## src/rtl/priority_irq_encoder_if.sv

```systemverilog
`default_nettype none
// ============================================================================
// priority_irq_encoder_if : request/grant bundle for the priority IRQ encoder
// Revision: 1.0
// ============================================================================
interface priority_irq_encoder_if #(
    parameter int N = 8
);
    localparam int W = $clog2(N);

    logic [N-1:0] req;
    logic [N-1:0] mask;
    logic         ack;
    logic         valid;
    logic [W-1:0] id;
    logic [N-1:0] pending;

    modport master (
        output req,
        output mask,
        output ack,
        input  valid,
        input  id,
        input  pending
    );

    modport slave (
        input  req,
        input  mask,
        input  ack,
        output valid,
        output id,
        output pending
    );
endinterface
`default_nettype wire

```

## src/rtl/priority_irq_encoder.sv

```systemverilog
`default_nettype none
// ============================================================================
// priority_irq_encoder : edge-captured, maskable, fixed/round-robin IRQ encoder
// Revision: 1.0
// ============================================================================
module priority_irq_encoder #(
    parameter int N  = 8,
    parameter int RR = 0
) (
    input  wire logic              clk,
    input  wire logic              rst,
    priority_irq_encoder_if.slave  bus
);
    localparam int W = $clog2(N);

    typedef enum logic [0:0] {
        IDLE  = 1'b0,
        GRANT = 1'b1
    } state_t;

    state_t       state_q;
    logic [N-1:0] req_q;
    logic [N-1:0] pending_q;
    logic [W-1:0] last_q;
    logic [W-1:0] id_q;
    logic         valid_q;

    logic [N-1:0] w_edge;
    logic [N-1:0] w_clear;
    logic [N-1:0] w_elig;
    logic [N-1:0] pending_d;
    logic [W-1:0] w_start;
    logic [W-1:0] w_sel;
    logic         w_any;

    assign w_edge    = bus.req & ~req_q;
    assign w_clear   = (state_q == GRANT && bus.ack) ? ({{(N-1){1'b0}}, 1'b1} << id_q) : '0;
    // OR-ing the edge after the clear lets a coincident new event survive the ack
    assign pending_d = (pending_q & ~w_clear) | w_edge;
    assign w_elig    = pending_q & ~bus.mask;
    assign w_any     = |w_elig;

    // Fixed priority is round-robin pinned at start 0: the scan begins at N-1
    assign w_start   = (RR != 0) ? last_q : '0;

    // Scan start-1, start-2, ... wrapping; iterate farthest first so the nearest hit wins
    always_comb begin : p_search
        int idx;
        idx   = 0;
        w_sel = '0;
        for (int k = N; k >= 1; k--) begin
            idx = (int'(w_start) >= k) ? int'(w_start) - k : int'(w_start) + N - k;
            if (w_elig[W'(idx)]) begin
                w_sel = W'(idx);
            end
        end
    end

    always_ff @(posedge clk) begin
        if (rst) begin
            state_q   <= IDLE;
            req_q     <= '0;
            pending_q <= '0;
            last_q    <= '0;
            id_q      <= '0;
            valid_q   <= 1'b0;
        end else begin
            req_q     <= bus.req;
            pending_q <= pending_d;
            case (state_q)
                IDLE: begin
                    if (w_any) begin
                        id_q    <= w_sel;
                        valid_q <= 1'b1;
                        state_q <= GRANT;
                    end
                end
                GRANT: begin
                    if (bus.ack) begin
                        valid_q <= 1'b0;
                        last_q  <= id_q;
                        state_q <= IDLE;
                    end
                end
                default: state_q <= IDLE;
            endcase
        end
    end

    assign bus.valid   = valid_q;
    assign bus.id      = id_q;
    assign bus.pending = pending_q;

endmodule
`default_nettype wire

```

## src/flat_wrapper.sv

```systemverilog
// flat-port wrapper written by rule: the top's interface ports become plain ports
module priority_irq_encoder_flat 
#(
    parameter int N  = 8,
    parameter int RR = 0
)
  (clk, rst, bus_req, bus_mask, bus_ack, bus_valid, bus_id, bus_pending);
  priority_irq_encoder_if #(.N(N)) bus_i ();
  input  wire logic clk;
  input  wire logic rst;
  input wire logic [$bits(bus_i.req)-1:0] bus_req;
  input wire logic [$bits(bus_i.mask)-1:0] bus_mask;
  input wire logic [$bits(bus_i.ack)-1:0] bus_ack;
  output wire logic [$bits(bus_i.valid)-1:0] bus_valid;
  output wire logic [$bits(bus_i.id)-1:0] bus_id;
  output wire logic [$bits(bus_i.pending)-1:0] bus_pending;
  assign bus_i.req = bus_req;
  assign bus_i.mask = bus_mask;
  assign bus_i.ack = bus_ack;
  assign bus_valid = bus_i.valid;
  assign bus_id = bus_i.id;
  assign bus_pending = bus_i.pending;
  priority_irq_encoder #(.N(N), .RR(RR)) u_core (.clk(clk), .rst(rst), .bus(bus_i));
endmodule
```

## config.mk

```make
export PLATFORM = sky130hd
export DESIGN_NAME = priority_irq_encoder_flat
export DESIGN_NICKNAME = d
export VERILOG_FILES = /design/src/rtl/priority_irq_encoder_if.sv /design/src/rtl/priority_irq_encoder.sv /design/src/flat_wrapper.sv
export SDC_FILE = /design/constraint.sdc
export NUM_CORES = 1
export LEC_CHECK = 0
export ABC_AREA = 1
export CORE_ASPECT_RATIO = 0.8
export CORE_MARGIN = 2
export CORE_UTILIZATION = 39
export CTS_BUF_LIST = sky130_fd_sc_hd__clkbuf_8
export CTS_CLUSTER_DIAMETER = 40
export DETAILED_ROUTE_END_ITERATION = 8
export PLACE_DENSITY = 0.76
export SLEW_MARGIN = 30
export SYNTH_ARGS = -nofsm -noshare
export SYNTH_HDL_FRONTEND = slang
export SYNTH_SLANG_ARGS = --single-unit
```

## constraint.sdc

```tcl
create_clock -name clk -period 0.8 [get_ports clk]
set_input_delay 0.16 -clock clk [delete_from_list [all_inputs] [get_ports clk]]
set_output_delay 0.16 -clock clk [all_outputs]
set_load 0.005 [all_outputs]
```

==> results of run 1 <==
## state kept, by name, indices dropped and copies added, names as in the netlist
| register | cells |
|---|---|
| u_core.bus.id | 2 |
| u_core.bus.pending | 8 |
| u_core.bus.valid | 1 |
| u_core.req_q | 8 |
| u_core.state_q | 1 |
## cell families (layout without fill, tap and decap cells)
| family | Yosys count | count (layout) | share of synthesized area, % |
|---|---|---|---|
| other cells | 1 | 1 | 0.4819 |
| buf+inv | 25 | 70 | 12.86 |
| compound gates | 11 | 11 | 10.29 |
| simple gates | 46 | 46 | 24.92 |
| flops | 20 | 20 | 51.45 |
## power by group through the flow
stage	combinational [mW]	sequential, mW	clock [mW]
6_report	0.591	1.14	1.00
5_1_grt	0.638	1.15	1.06
4_1_cts	0.516	1.13	1.02
3_5_place_dp	0.481	1.15	0
3_3_place_gp	0.474	1.15	0
2_1_floorplan	0.193	1.16	0
## critical path, stage by stage (launching register included)
cell	delay (ps)
dfxtp_2	340
buf_6	120
nand2_4	70
nand2_4	60
nor2_4	80
nand2_2	80
nand2_2	100
nand2_2	70
a21oi_2	120
## stage by stage
stage | setup WS, ps | instance area, µm² | setup TNS (ps) | total power, mW | util, %
4_1_cts | -284.5 | 1270 | -2590 | 2.664 | 67.76
3_3_place_gp | -465.5 | 1166 | -7731 | 1.624 | 62.22
5_1_grt | -373.8 | 1333 | -3194 | 2.849 | 71.09
3_5_place_dp | -506.4 | 1166 | -7878 | 1.635 | 62.22
2_1_floorplan | -72.37 | 788.3 | -348.4 | 1.352 | -
6_report | -319.3 | 1333 | -2563 | 2.733 | 71.09
## worst max path at each step
stage | from | to | slack [ps] | cells after the start
after global placement | bus_mask[1] | u_core.state_q | -470 | 8
after detailed placement | bus_mask[1] | u_core.bus.id[1] | -510 | 9
after CTS | u_core.bus.pending[2] | u_core.bus.id[0] | -280 | 8
after global routing | u_core.bus.pending[2] | u_core.bus.id[0] | -370 | 7
final | u_core.bus.pending[2] | u_core.bus.id[0] | -320 | 8
after floorplan | u_core.bus.pending[6] | u_core.bus.id[0] | -70 | 7
## metal layers
metal  part of all wire [%]  wire (µm)  vias to the layer above  track usage, %
met5                      0          0                        -               0
met4                    4.5        104                        0           10.26
met3                    6.4        149                       13           4.138
met2                     50       1161                       36           37.32
met1                     39        922                      359           22.80
li1                       -          -                      395               -
## what timing repair did
| item | in CTS | in global routing |
|---|---|---|
| pin swaps | 9 | 4 |
| hold buffers | 0 | 0 |
| endpoints found under the setup margin | 20 | 19 |
| resized for setup | 53 | 18 |
| setup buffers | 5 | 0 |
| hold endpoints to repair | 0 | 0 |
## cell usage after synthesis
master    instances
nor3_1            1
nand2_1          19
conb_1            1
o32ai_1           1
nand3_1           2
inv_2             2
a21oi_1           1
a21oi_2           2
buf_4             1
o21bai_1          1
dfxtp_1          20
nand2_2           5
o22ai_1           3
buf_2             2
nor2_2            2
nor2_1           17
inv_1            20
o31ai_1           3
## area by class of cell
type,instances,share of cell area (%)
clock buffers,3,3.099
clock inverters,1,2.254
inverters,22,6.761
multi-input cells,58,26.10
flip-flops and latches,20,31.17
well taps,24,2.254
repair buffers,44,28.36
==> flow_summary.toml, run 1 <==
[run_status]
failed_checks = "setup timing"
status = "finished, violations left"

[yosys]
synth_top_cell_area_share_pct = 51.45
synth_area_leaders = "dfxtp_1 (51%), inv_1 (9.6%), nand2_1 (9.2%)"
syn_nets = 122
postSynthAreaPerCell_um2 = 7.556
synth_top_cell_by_area = "dfxtp_1"
synth-seq-area-share_pct = 51.45
postSynthCellCount = 103
ys_warn_count = 0
synth_cell_types = 18
synth_seq_cells = 20
netlist_area_um2 = 778.2

[grt]
grt_pass1_vias = 794
grt_pass1_wl_mm = 3.367
grt.overflow.total = 0
antenna_found_initial = 0
grt_usage_pct = 20.76
grt_max_degree = 13

[detailed_routing]
drc = 0
wl_per_cell_um = 13.59
wirelength_mm = 2.337
final_antenna_net_count = 0
vias = 803
vias_per_cell = 4.669
dr.first_iter.drc_count = 13
first_pass_iters = 4

[cts]
cts_root_buffer = "clkbuf_8"
insertion_delay_ps = 260
tritoncts = "yes"
cts_num_sinks = 20
clk_pin_slew_ps = 70
htreeDepth = 1
clk_path_buf_depth = 2
cts_made_buffers = 3

[sta]
period_needed_ps = 1119
fin_skew_ps = 2.689
grt_setup_unrepaired = "true"
timing.final.ws_setup_ps = -319.3
whs_ps = 423.7
fmax_ghz = 0.8934
setup_viol = 19
final_max_slew_viol_count = 0
hold_viol = 0
fin_crit_sh_pct = 139.9

[floorplan]
die_h_um = 43.96
ioPinCount = 31
die_x_um = 53.95
rows = 14
dieArea_mm2 = 0.002371
core_mm2 = 0.001874
start_util_pct = 41.52

[finish]
final_common_cell = "inv_1"
multiInputGateArea_um2 = 347.8
final_cell_mix = "inv_1 (18), nor2_1 (17), clkdlybuf4s50_1 (17)"
num-nets-final = 168
drive_above_1_share_pct = 41.89
diodes = 0
seqCellArea_um2 = 415.4
fillers = 143
instances_no_fill = 172
syn2layout_area_growth_pct = 71.22

[pwr]
combPwrFrac_pct = 21.6
power.density_mw_per_mm2 = 2051
p_leak_nw = 0.6823
clkPwrFrac_pct = 36.6
internal_power_mw = 2.064
swShare_pct = 24.46
ir_drop_uv = 1410
p_switching_mw = 0.6683
p_seq_share_pct = 41.7

[placement]
place_inst = 163
gp_congestion = 0.8255
dp_hpwl_mm = 1.380
port_buffers = 29

[critical_path]
r2r_cells = 8
critical_path_arrival_ps = 1310
reg2reg_slack_ps = -320
end_kind = "flip-flop"
r2r-start = "u_core.bus.pending[2]"
critPathKind = "reg -> reg"
cp-start-kind = "flip-flop"
cp_max_fo = 3
cp.required_ps = 990
r2r-end = "u_core.bus.id[0]"

[worst_hold_path]
min_to = "u_core.bus.pending[0]"
hp-start = "u_core.req_q[0]"
hp-class = "reg -> reg"
holdPathStages = 1

[run]
drv_cap = 0
(Power assumes the default switching activity.)
==> run 2, diff against run 1 <==
Settings changed: SETUP_SLACK_MARGIN set to 0.4.
==> run 2 against run 1 <==
The flow still finishes with violations (setup timing); final area up 1.8%; hold slack lost 220 ps; first-iteration DRC count is 62% higher; sequential cell count did not move; non-clock buffer count did not move; via count is 0.50% higher; clock power is 24% lower; register-to-register slack better by 50 ps; sequential power about the same; die area unchanged; combinational power increased by 2%; critical path type is now in -> reg.
==> flow_summary.toml, run 2 (synthesized netlist as in run 1, its figures left out) <==
[cts]
insertion_delay_ps = 260
cts_num_sinks = 20
cts_root_buffer = "clkbuf_8"
htreeDepth = 1
clk_pin_slew_ps = 70
tritoncts = "yes"
hold_buffers = 0
clk_path_buf_depth = 2
cts_made_buffers = 3

[sta]
fmax_ghz = 0.8813
timing.final.ws_setup_ps = -334.7
whs_ps = 199.8
period_needed_ps = 1135
grt_setup_unrepaired = "true"
fin_tns_setup_ps = -3036
fin_skew_ps = 3.327
fin_crit_sh_pct = 141.8
setup_viol = 19
hold_viol = 0
final_max_slew_viol_count = 0

[pwr]
power.density_mw_per_mm2 = 1851
p_leak_nw = 0.6887
finalPower_mw = 2.511
ir_drop_uv = 1857

[detailed_routing]
vias_per_cell = 4.692
drc = 0
first_pass_iters = 4
wl_per_cell_um = 13.60
wirelength_mm = 2.339
vias = 807
final_antenna_net_count = 0
dr.first_iter.drc_count = 21

[critical_path]
cpMaxStageDelayCell = "clkdlybuf4s50_1"
slowest_delay_ps = 490
r2r-end = "u_core.bus.id[0]"
cp-start-kind = "primary input"
r2r-start = "u_core.bus.pending[3]"
critPathKind = "in -> reg"
path_cells = "clkdlybuf4s50_1 > inv_1 > nand2_1 > nand2_1 > nor2_2 > nand2_4 > nand2_4 > nand2_2 > a21oi_2"
cp_max_fo = 3
critPathTopFamily = "buffers and inverters"
critical_path_arrival_ps = 1330
cp.required_ps = 990
r2r_cells = 8
cp.buffers_inverters = 2
reg2reg_slack_ps = -270
end_kind = "flip-flop"

[grt]
grt_usage_pct = 19.81
antenna_found_initial = 0
grt_pass1_vias = 798
grt_max_degree = 12
grt.overflow.total = 0
grt_pass1_wl_mm = 3.263

[finish]
diodes = 0
drive_above_1_share_pct = 47.97
finish.utilization_pct = 72.36
final_common_cell = "inv_1"
final_cell_mix = "inv_1 (17), nor2_1 (14), nand2_1 (13), dfxtp_2 (13), buf_6 (10)"
num-nets-final = 168
syn2layout_area_growth_pct = 74.28

[placement]
port_buffers = 29
dp_slack_ps = -490.1
dp_hpwl_mm = 1.403
gp_congestion = 0.7415

[floorplan]
die_x_um = 53.95
ioPinCount = 31
start_util_pct = 41.52
core_mm2 = 0.001874
rows = 14
die_h_um = 43.96
dieArea_mm2 = 0.002371

[run]
drv_cap = 0

[worst_hold_path]
hp-class = "in -> reg"
holdPathStages = 2
hp-start = "rst"
min_to = "u_core.bus.pending[3]"

[run_status]
failed_checks = "setup timing"
status = "finished, violations left"
-- run 2: changes by cell type in the layout (fill, tap and decap cells not counted), moves of 3 or more --
| cell | before | now |
|---|---|---|
| nand2_1 | 16 | 13 |
| buf_2 | 8 | 5 |
| nor2_2 | 1 | 4 |
| buf_6 | 6 | 10 |
| nand2_4 | 3 | 6 |
| nor2_1 | 17 | 14 |
| dlygate4sd2_1 | 2 | 8 |
| clkdlybuf4s50_1 | 17 | 9 |
-- run 2: cell type report --
class | count | area, µm²
well taps | 24 | 30.03
fillers | 132 | 518.0
inverters | 22 | 90.09
clock buffers | 4 | 55.05
repair buffers | 44 | 392.9
flip-flops and latches | 20 | 420.4
multi-input cells | 58 | 367.9
-- run 2: metrics by stage --
step           instances  instance area (µm²)
3_3_place_gp         160                 1161
5_1_grt              172                 1356
2_1_floorplan        103                827.0
4_1_cts              170                 1255
6_report             172                 1356
3_5_place_dp         160                 1161
-- run 2: worst max-delay path by stage --
stage | from | to | slack [ps] | cells past startpoint
floorplan | u_core.bus.pending[6] | u_core.bus.id[0] | -70 | 7
global route | bus_mask[1] | u_core.bus.id[0] | -390 | 9
finish | bus_mask[1] | u_core.bus.id[0] | -330 | 9
global placement | bus_mask[2] | u_core.state_q | -480 | 8
CTS | u_core.bus.pending[3] | u_core.bus.id[1] | -270 | 8
detailed placement | bus_mask[2] | u_core.bus.id[0] | -490 | 9
-- run 2: timing repair --
action,in CTS,in global routing
cloned,1,0
resized for setup,66,26
setup buffers,5,2
pin swaps,20,20
endpoints found under the setup margin,31,25
-- run 2: layer usage --
| metal | GRT usage, % | up-vias | share of wire [%] | routed length [µm] |
|---|---|---|---|---|
| met3 | 6.207 | 6 | 5.5 | 128 |
| met4 | 6.667 | 0 | 2.4 | 56 |
| met1 | 23.18 | 373 | 38 | 890 |
| met5 | 0 | - | 0 | 0 |
| li1 | - | 399 | - | - |
| met2 | 33.90 | 29 | 54 | 1264 |
-- run 2: power by group --
group	switching [mW]	internal, mW	leakage (nW)
clock network	0.323	0.438	0.0288
logic	0.286	0.314	0.489
registers	0.0611	1.09	0.170
==> run 3, diff against run 2 <==
Settings changed: CORE_UTILIZATION 39 to 23, PLACE_DENSITY 0.76 to not set.
==> run 3 against run 2 <==
The run still ends with setup timing left; sequential power about the same; clock skew is 1.7 ps lower; combinational power fell by 4.5%; global-route usage is 9.9 points lower; die area is 63% higher; critical path depth down 1; final area rose by 1.2%; cell count up 9.3%; sequential cell count stayed put; via count down 6.4%; critical endpoint is now u_core.bus.id[1]; largest cell class unchanged.
==> flow_summary.toml, run 3 (synthesized netlist as in run 1, its figures left out) <==
[finish]
syn2layout_area_growth_pct = 76.37
final_cell_mix = "inv_1 (18), nor2_1 (12), nand2_1 (11), buf_6 (11), dfxtp_2 (11)"
instances_no_fill = 188
diodes = 0
drive_above_1_share_pct = 49.32
num-nets-final = 168
final_common_cell = "inv_1"
finish.utilization_pct = 43.53
fillers = 327

[sta]
grt_setup_unrepaired = "true"
fin_skew_ps = 1.623
period_needed_ps = 1040
final_max_slew_viol_count = 0
timing.final.ws_setup_ps = -240.4
fin_crit_sh_pct = 130.1
hold_viol = 0
fmax_ghz = 0.9612
setup_viol = 19

[critical_path]
end_kind = "flip-flop"
cp_max_fo = 3
critPathKind = "reg -> reg"
critical_path_arrival_ps = 1230
cp.required_ps = 990
cp-start-kind = "flip-flop"
reg2reg_slack_ps = -240

[floorplan]
die_x_um = 69.04
dieArea_mm2 = 0.003868
rows = 18
start_util_pct = 24.68
die_h_um = 56.03
core_mm2 = 0.003153
ioPinCount = 31

[run_status]
status = "finished, violations left"
failed_checks = "setup timing"

[grt]
grt_pass1_vias = 712
grt_pass1_wl_mm = 3.029
grt_usage_pct = 9.874
grt_max_degree = 12
antenna_found_initial = 0
grt.overflow.total = 0

[detailed_routing]
vias_per_cell = 4.016
first_pass_iters = 4
dr.first_iter.drc_count = 22
met2_length_um = 888
wirelength_mm = 1.841
wl_met1_um = 817
highest_layer = "met4"
routed-wl-met3_um = 98
drc = 0
final_antenna_net_count = 0
wl_per_cell_um = 9.793
vias = 755

[pwr]
ir_drop_uv = 646.1
finalPower_mw = 2.459
p_leak_nw = 0.6931
power.density_mw_per_mm2 = 1792

[placement]
dp_hpwl_mm = 1.401
place_inst = 176
dp_slack_ps = -501.0
port_buffers = 29
gp_congestion = 0.7649

[cts]
cts_made_buffers = 3
cts_num_sinks = 20
clk_pin_slew_ps = 70
hold_buffers = 0
insertion_delay_ps = 250
tritoncts = "yes"
clk_path_buf_depth = 2
cts_root_buffer = "clkbuf_8"
htreeDepth = 1

[run]
drv_cap = 0

[worst_hold_path]
hp-class = "in -> reg"
run 3: layer usage:
layer / vias to the layer above / track usage (%)
met4: 0 / 4.202
li1: 396 / -
met1: 338 / 11.38
met2: 16 / 16.90
met5: - / 0
met3: 5 / 3.080
run 3: where the power goes:
| group | leakage (nW) | internal [mW] | total, mW | switching, mW |
|---|---|---|---|---|
| clock | 0.0288 | 0.437 | 0.742 | 0.304 |
| sequential | 0.170 | 1.09 | 1.14 | 0.0562 |
| combinational | 0.494 | 0.319 | 0.573 | 0.255 |
| total | 0.693 | 1.84 | 2.46 | 0.615 |
run 3: metrics by stage:
stage	TNS [ps]	hold slack (ps)	area, µm²
6_report	-2352	208.8	1373
5_1_grt	-3152	219.0	1373
4_1_cts	-2552	196.4	1266
3_5_place_dp	-9380	412.5	1181
3_3_place_gp	-9041	406.2	1181
2_1_floorplan	-371.3	261.7	827.0
run 3: final cells by class:
cell class | instances | area (µm²) | area share (%)
clock buffers | 4 | 55.05 | 4.011
inverters | 22 | 90.09 | 6.563
multi-input cells | 58 | 359.1 | 26.16
flip-flops and latches | 20 | 417.9 | 30.45
well taps | 40 | 50.05 | 3.646
repair buffers | 44 | 400.4 | 29.17
run 3: worst paths after layout:
kind | end | depth (start not counted) | start
max reg2reg | u_core.bus.id[1] | 8 | u_core.bus.pending[3]
min | u_core.bus.pending[3] | 2 | rst
min reg2reg | u_core.bus.pending[0] | 1 | u_core.req_q[0]
max | u_core.bus.id[1] | 8 | u_core.bus.pending[3]
run 3: timing repair:
item / in CTS / in global routing
resized for setup: 73 / 22
gates cloned: 0 / 0
pin swaps: 24 / 15
endpoints found under the setup margin: 31 / 26
setup buffers: 5 / 3
run 3: worst max-delay path, cell delays in order (launching register included):
cell and delay [ps]:
dfxtp_2 330, buf_6 110, nand2_4 50, nand2_2 50
nor2_2 80, nand2_2 90, nand2_4 80, nand2_2 50
a21oi_2 120
